File: config.mk
export PLATFORM = sky130hd
export DESIGN_NAME = cam_dvp_tx_flat
export DESIGN_NICKNAME = d
export VERILOG_FILES = /design/src/rtl/cam_pkg.sv /design/src/rtl/cam_dvp_tx_if.sv /design/src/rtl/dvp_timing_gen.sv /design/src/rtl/cam_dvp_tx.sv /design/src/flat_wrapper.sv
export SDC_FILE = /design/constraint.sdc
export NUM_CORES = 1
export LEC_CHECK = 0
export BUFFER_PORTS_ARGS = -buffer_cell sky130_fd_sc_hd__buf_2
export CAP_MARGIN = 20
export CORE_MARGIN = 8
export CORE_UTILIZATION = 55
export DETAILED_ROUTE_END_ITERATION = 10
export PLACE_DENSITY_LB_ADDON = 0.08
export SYNTH_ARGS = -nofsm -noshare
export SYNTH_HDL_FRONTEND = slang
export SYNTH_HIERARCHICAL = 1
export SYNTH_SLANG_ARGS = --single-unit
File: constraint.sdc
create_clock -name pclk -period 5.7 [get_ports pclk]
set_input_delay 0.855 -clock pclk [delete_from_list [all_inputs] [get_ports pclk]]
set_output_delay 0.855 -clock pclk [all_outputs]
set_load 0.03 [all_outputs]
File: src/rtl/cam_pkg.sv
// Shared camera-path types, state encoding and default OV7670-style VGA timing.
package cam_pkg;

  localparam int unsigned CAM_H_ACTIVE    = 640;
  localparam int unsigned CAM_V_ACTIVE    = 480;
  localparam int unsigned CAM_H_BLANK     = 288;
  localparam int unsigned CAM_VSYNC_LINES = 3;
  localparam int unsigned CAM_V_BACK      = 17;
  localparam int unsigned CAM_V_FRONT     = 10;

  typedef logic [15:0] rgb565_t;

  typedef enum logic [2:0] {
    S_IDLE   = 3'd0,
    S_VSYNC  = 3'd1,
    S_VBACK  = 3'd2,
    S_ACTIVE = 3'd3,
    S_VFRONT = 3'd4
  } dvp_tx_state_t;

  // Counter width able to hold 0..count-1, never narrower than one bit.
  function automatic int unsigned cnt_width(input int unsigned count);
    return (count > 1) ? $clog2(count) : 1;
  endfunction

  function automatic int unsigned max4(input int unsigned a, input int unsigned b,
                                       input int unsigned c, input int unsigned d);
    int unsigned m;
    m = a;
    if (b > m) m = b;
    if (c > m) m = c;
    if (d > m) m = d;
    return m;
  endfunction

endpackage

File: src/rtl/cam_dvp_tx_if.sv
// Upstream RGB565 pixel handshake into the DVP transmitter.
interface cam_dvp_tx_if;
  import cam_pkg::*;

  rgb565_t pix_data;
  logic    pix_valid;
  logic    pix_ready;

  modport master (output pix_data, output pix_valid, input pix_ready);
  modport slave  (input pix_data, input pix_valid, output pix_ready);

endinterface

File: src/rtl/dvp_timing_gen.sv
// Line/frame sequencer: hcnt/vcnt counters, frame state and the frame-end strobe.
// Next-position values are exported so the top can register outputs in step with the state.
module dvp_timing_gen
  import cam_pkg::*;
#(
  parameter int unsigned H_ACTIVE    = CAM_H_ACTIVE,
  parameter int unsigned H_BLANK     = CAM_H_BLANK,
  parameter int unsigned V_ACTIVE    = CAM_V_ACTIVE,
  parameter int unsigned VSYNC_LINES = CAM_VSYNC_LINES,
  parameter int unsigned V_BACK      = CAM_V_BACK,
  parameter int unsigned V_FRONT     = CAM_V_FRONT,
  localparam int unsigned LINE_LEN   = 2 * H_ACTIVE + H_BLANK,
  localparam int unsigned HW         = cnt_width(LINE_LEN)
) (
  input  logic          pclk,
  input  logic          reset,
  input  logic          enable,
  output dvp_tx_state_t state_nxt_c,
  output logic [HW-1:0] hcnt_nxt_c,
  output logic          frame_end
);

  localparam int unsigned VW = cnt_width(max4(VSYNC_LINES, V_BACK, V_ACTIVE, V_FRONT));

  dvp_tx_state_t state, state_n;
  logic [HW-1:0] hcnt, hcnt_n;
  logic [VW-1:0] vcnt, vcnt_n;
  logic          line_end;
  logic          last_line;

  assign line_end    = (hcnt == HW'(LINE_LEN - 1));
  assign state_nxt_c = state_n;
  assign hcnt_nxt_c  = hcnt_n;

  always_ff @(posedge pclk) begin
    if (reset) begin
      state     <= S_IDLE;
      hcnt      <= '0;
      vcnt      <= '0;
      frame_end <= 1'b0;
    end else begin
      state     <= state_n;
      hcnt      <= hcnt_n;
      vcnt      <= vcnt_n;
      frame_end <= (state_n == S_VFRONT) && (hcnt_n == HW'(LINE_LEN - 1)) &&
                   (vcnt_n == VW'(V_FRONT - 1));
    end
  end

  always_comb begin
    state_n   = state;
    hcnt_n    = '0;
    vcnt_n    = '0;
    last_line = 1'b0;

    unique case (state)
      S_VSYNC:  last_line = (vcnt == VW'(VSYNC_LINES - 1));
      S_VBACK:  last_line = (vcnt == VW'(V_BACK - 1));
      S_ACTIVE: last_line = (vcnt == VW'(V_ACTIVE - 1));
      S_VFRONT: last_line = (vcnt == VW'(V_FRONT - 1));
      default:  last_line = 1'b0;
    endcase

    if (state == S_IDLE) begin
      if (enable) state_n = S_VSYNC;
    end else begin
      hcnt_n = line_end ? '0 : hcnt + HW'(1);
      vcnt_n = vcnt;
      if (line_end) begin
        vcnt_n = last_line ? '0 : vcnt + VW'(1);
        if (last_line) begin
          unique case (state)
            S_VSYNC:  state_n = S_VBACK;
            S_VBACK:  state_n = S_ACTIVE;
            S_ACTIVE: state_n = S_VFRONT;
            S_VFRONT: state_n = enable ? S_VSYNC : S_IDLE;
            default:  state_n = S_IDLE;
          endcase
        end
      end
    end

    // Reset wins so next-position consumers (pix_ready, output registers) see idle.
    if (reset) begin
      state_n = S_IDLE;
      hcnt_n  = '0;
      vcnt_n  = '0;
    end
  end

endmodule

File: src/rtl/cam_dvp_tx.sv
// OV7670-style DVP transmitter: serialises RGB565 pixels as high/low byte pairs under href/vsync.
module cam_dvp_tx
  import cam_pkg::*;
#(
  parameter int unsigned H_ACTIVE    = CAM_H_ACTIVE,
  parameter int unsigned V_ACTIVE    = CAM_V_ACTIVE,
  parameter int unsigned H_BLANK     = CAM_H_BLANK,
  parameter int unsigned VSYNC_LINES = CAM_VSYNC_LINES,
  parameter int unsigned V_BACK      = CAM_V_BACK,
  parameter int unsigned V_FRONT     = CAM_V_FRONT
) (
  input  logic               pclk,
  input  logic               reset,
  input  logic               enable,
  cam_dvp_tx_if.slave        pix,
  output logic               href,
  output logic               vsync,
  output logic [7:0]         cam_data,
  output logic               frame_done,
  output logic               underflow
);

  localparam int unsigned LINE_LEN  = 2 * H_ACTIVE + H_BLANK;
  localparam int unsigned HW        = cnt_width(LINE_LEN);
  localparam int unsigned ACT_BYTES = 2 * H_ACTIVE;

  dvp_tx_state_t state_nxt;
  logic [HW-1:0] hcnt_nxt;
  logic          href_nxt;
  logic          hi_slot_nxt;
  rgb565_t       pix_in;
  logic [7:0]    low_hold;

  dvp_timing_gen #(
    .H_ACTIVE   (H_ACTIVE),
    .H_BLANK    (H_BLANK),
    .V_ACTIVE   (V_ACTIVE),
    .VSYNC_LINES(VSYNC_LINES),
    .V_BACK     (V_BACK),
    .V_FRONT    (V_FRONT)
  ) u_timing (
    .pclk       (pclk),
    .reset      (reset),
    .enable     (enable),
    .state_nxt_c(state_nxt),
    .hcnt_nxt_c (hcnt_nxt),
    .frame_end  (frame_done)
  );

  // A pixel is requested in the cycle before its high-byte slot only.
  assign href_nxt      = (state_nxt == S_ACTIVE) && ({1'b0, hcnt_nxt} < (HW + 1)'(ACT_BYTES));
  assign hi_slot_nxt   = href_nxt && !hcnt_nxt[0];
  assign pix.pix_ready = hi_slot_nxt;
  assign pix_in        = pix.pix_valid ? pix.pix_data : rgb565_t'(0);

  always_ff @(posedge pclk) begin
    if (reset) begin
      href      <= 1'b0;
      vsync     <= 1'b0;
      cam_data  <= 8'h00;
      underflow <= 1'b0;
      low_hold  <= 8'h00;
    end else begin
      href  <= href_nxt;
      vsync <= (state_nxt == S_VSYNC);
      if (hi_slot_nxt) begin
        cam_data <= pix_in[15:8];
        low_hold <= pix_in[7:0];
        if (!pix.pix_valid) underflow <= 1'b1;
      end else begin
        cam_data <= href_nxt ? low_hold : 8'h00;
      end
    end
  end

endmodule
File: src/flat_wrapper.sv
// flat-port wrapper written by rule: the top's interface ports become plain ports
module cam_dvp_tx_flat import cam_pkg::*;
#(
  parameter int unsigned H_ACTIVE    = CAM_H_ACTIVE,
  parameter int unsigned V_ACTIVE    = CAM_V_ACTIVE,
  parameter int unsigned H_BLANK     = CAM_H_BLANK,
  parameter int unsigned VSYNC_LINES = CAM_VSYNC_LINES,
  parameter int unsigned V_BACK      = CAM_V_BACK,
  parameter int unsigned V_FRONT     = CAM_V_FRONT
)
  (pclk, reset, enable, href, vsync, cam_data, frame_done, underflow, pix_pix_data, pix_pix_valid, pix_pix_ready);
  cam_dvp_tx_if pix_i ();
  input  logic pclk;
  input  logic reset;
  input  logic enable;
  output logic href;
  output logic vsync;
  output logic [7:0] cam_data;
  output logic frame_done;
  output logic underflow;
  input wire logic [$bits(pix_i.pix_data)-1:0] pix_pix_data;
  input wire logic [$bits(pix_i.pix_valid)-1:0] pix_pix_valid;
  output wire logic [$bits(pix_i.pix_ready)-1:0] pix_pix_ready;
  assign pix_i.pix_data = pix_pix_data;
  assign pix_i.pix_valid = pix_pix_valid;
  assign pix_pix_ready = pix_i.pix_ready;
  cam_dvp_tx #(.H_ACTIVE(H_ACTIVE), .V_ACTIVE(V_ACTIVE), .H_BLANK(H_BLANK), .VSYNC_LINES(VSYNC_LINES), .V_BACK(V_BACK), .V_FRONT(V_FRONT)) u_core (.pclk(pclk), .reset(reset), .enable(enable), .pix(pix_i), .href(href), .vsync(vsync), .cam_data(cam_data), .frame_done(frame_done), .underflow(underflow));
endmodule
==> results.cfg <==
[worst_hold_path]
min_from = u_core/underflow
hp-class = flop to flop

[detailed_routing]
wl_met1_um = 2460
routed_wl_um = 4990
ant_nets = 0
drc = 0
highest_layer = met4
met3_length_um = 266
met2_length_um = 2210
drt_first_iter_violations = 119
vias_per_cell = 5.70
via_count = 1982
post_drt_wl_per_cell_um = 14.3
drt_pass1_iterations = 4

[logic_synthesis]
yosys_warnings = 6
synth_area_sq_um = 2280
syn_area_per_cell_sq_um = 8.38
synth_nets = 294
syn_inst = 272

[floorplanning]
fp.dieH_um = 80.4
chipWidth_um = 80.4
design.core.area_sq_um = 4000
ios = 33
dieArea_sq_um = 6460
start_util_pct = 57.0
rows = 23

[worst_setup_path]
critical_path_required_ns = 4.85
start_kind = flop
crit_start = u_core/u_timing/state[0]
reg2reg_from = u_core/u_timing/state[0]
arrival_ns = 3.27
critPathCaptureType = output pin
cp_cell_sequence = and3b_1 > nand4_1 > a21boi_4 > nor3_4 > a21oi_1 > a211oi_1 > nand4bb_1 > nor2_1 > buf_2
worst-path-buf-inv = 1
crit_family = simple AND/OR/NAND/NOR gates
crit_path_max_incr_delay_ns = 0.60
crit_type = flop to output pin
critPathMaxFanout = 15
rrSetupSlack_ns = 2.61
cpMaxStageDelayCell = dfxtp_1

[timing]
setup_violations = 0
rsz0062_at_grt = false
final.period_utilization_pct = 72.4
fmax_mhz = 242
tns_ns = 0
slew_headroom_pct = 52.6
finClkSkew_ns = 0.00771
final_max_slew_viol_count = 0
fin_ws_ns = 1.58
hold_viol = 0
min_period_ns = 4.13
timing_worst_slew_pin_value_ns = 0.709

[cells_and_area]
multiInputGateArea_sq_um = 1330
drive_above_1_share_pct = 18.5
fillers = 381
ff_latch_area_sq_um = 861
area_growth_pct = 10.5
diodes = 0
fin_nets = 319

[placed_design]
port_buffers = 32
dp_hpwl_um = 3710
gp_congestion = 0.845
post-place-ws_ns = 1.92

[power_and_ir_drop]
internal-power_mw = 0.398
switching_power_mw = 0.125
power.leakage_nw = 0.895
seqPwrFrac_pct = 58.2
clkPwrFrac_pct = 36.8
power_density_nw_per_um2 = 208
swShare_pct = 24.0
p_comb_share_pct = 5.1
vdd.ir_drop.worst_v = 0.000200

[cts]
cts.clk_slew.worst_paths_ns = 0.08
numCtsBuffers = 5
post-cts-setup-buffers = 0
cts_root_buf = clkbuf_8
cts_tree = done
cts_hold_buf = 0
ctsResizeCount = 0
h-tree-depth = 2
ctsLongestPathBuffers = 2
clk_latency_ns = 0.30
cts.sinks = 43

[status]
outcome = completed

[global_route]
gr-total-overflow = 0
grt_usage_pct = 16.2
grt_max_degree = 18
grt_pass1_wl_um = 8530
grt_pass1_vias = 1829
antenna_found_initial = 0

[job]
cap_viol_max_count = 0
worst register-to-register path: stages (launching register included):
cell	delay [ns]
dfxtp_1	0.60
and3b_1	0.34
nand4_1	0.15
a21boi_4	0.19
nor3_4	0.34
a21oi_1	0.14
a211oi_1	0.46
nand4bb_1	0.37
o21ai_0	0.29
a21oi_1	0.09
sequential cells by signal, indices dropped and copies added (netlist names):
name	cells
u_core/u_timing/hcnt	11
u_core/u_timing/vcnt	9
u_core/cam_data	8
u_core/low_hold	8
u_core/u_timing/state	3
u_core/href	1
u_core/u_timing/frame_end	1
u_core/underflow	1
u_core/vsync	1
metrics by stage:
step	hold slack [ns]	power (mW)	std cells	utilization (%)	area [sq um]
3_5_place_dp	0.464	0.338	340	60.7	2430
6_report	0.482	0.523	348	62.9	2520
3_3_place_gp	0.455	0.338	340	60.7	2430
2_1_floorplan	0.428	0.328	272	-	2280
4_1_cts	0.483	0.528	348	62.9	2520
5_1_grt	0.522	0.548	348	62.9	2520
per-layer routing:
metal | GRT usage [%] | vias to the layer above
met3 | 3.79 | 7
met5 | 0 | -
li1 | - | 1021
met4 | 5.45 | 0
met2 | 23.4 | 46
met1 | 22.9 | 908
power groups by stage:
stage               Combinational [mW]  Clock (mW)  Sequential, mW
finish                          0.0265       0.192           0.304
global route                    0.0301       0.213           0.305
CTS                             0.0266       0.197           0.304
detailed placement              0.0264           0           0.311
global placement                0.0267           0           0.311
floorplan                       0.0170           0           0.311
worst paths after layout:
| kind | end | depth (start not counted) |
|---|---|---|
| setup / recovery | pix_pix_ready | 9 |
| hold / removal | u_core/underflow | 2 |
| setup reg to reg | u_core/low_hold[2] | 9 |
| hold reg to reg | u_core/underflow | 2 |
cells in the final DEF (no fill, tap or decap), types with 3 or more instances in the layout:
cell type	instances
xnor2_1	10
a211oi_1	5
a22oi_1	7
o21ai_0	14
nor2_1	43
clkbuf_8	5
nor2b_1	7
buf_2	32
or3_1	4
inv_1	5
nand2_1	13
nand4_1	14
dfxtp_1	43
a21oi_1	20
nand3_1	8
xor2_1	7
and2_1	4
mux2i_1	3
and3_1	3
nor3_1	8
final cells by class:
cell class / count / area share (%)
clock inverter: 3 / 0.795
inverter: 5 / 0.746
tap: 50 / 2.49
sequential: 43 / 34.2
timing repair buffer: 32 / 6.36
clock buffer: 5 / 2.73
multi-input combinational: 210 / 52.7
Note: power is estimated with default switching activity, not from simulation.
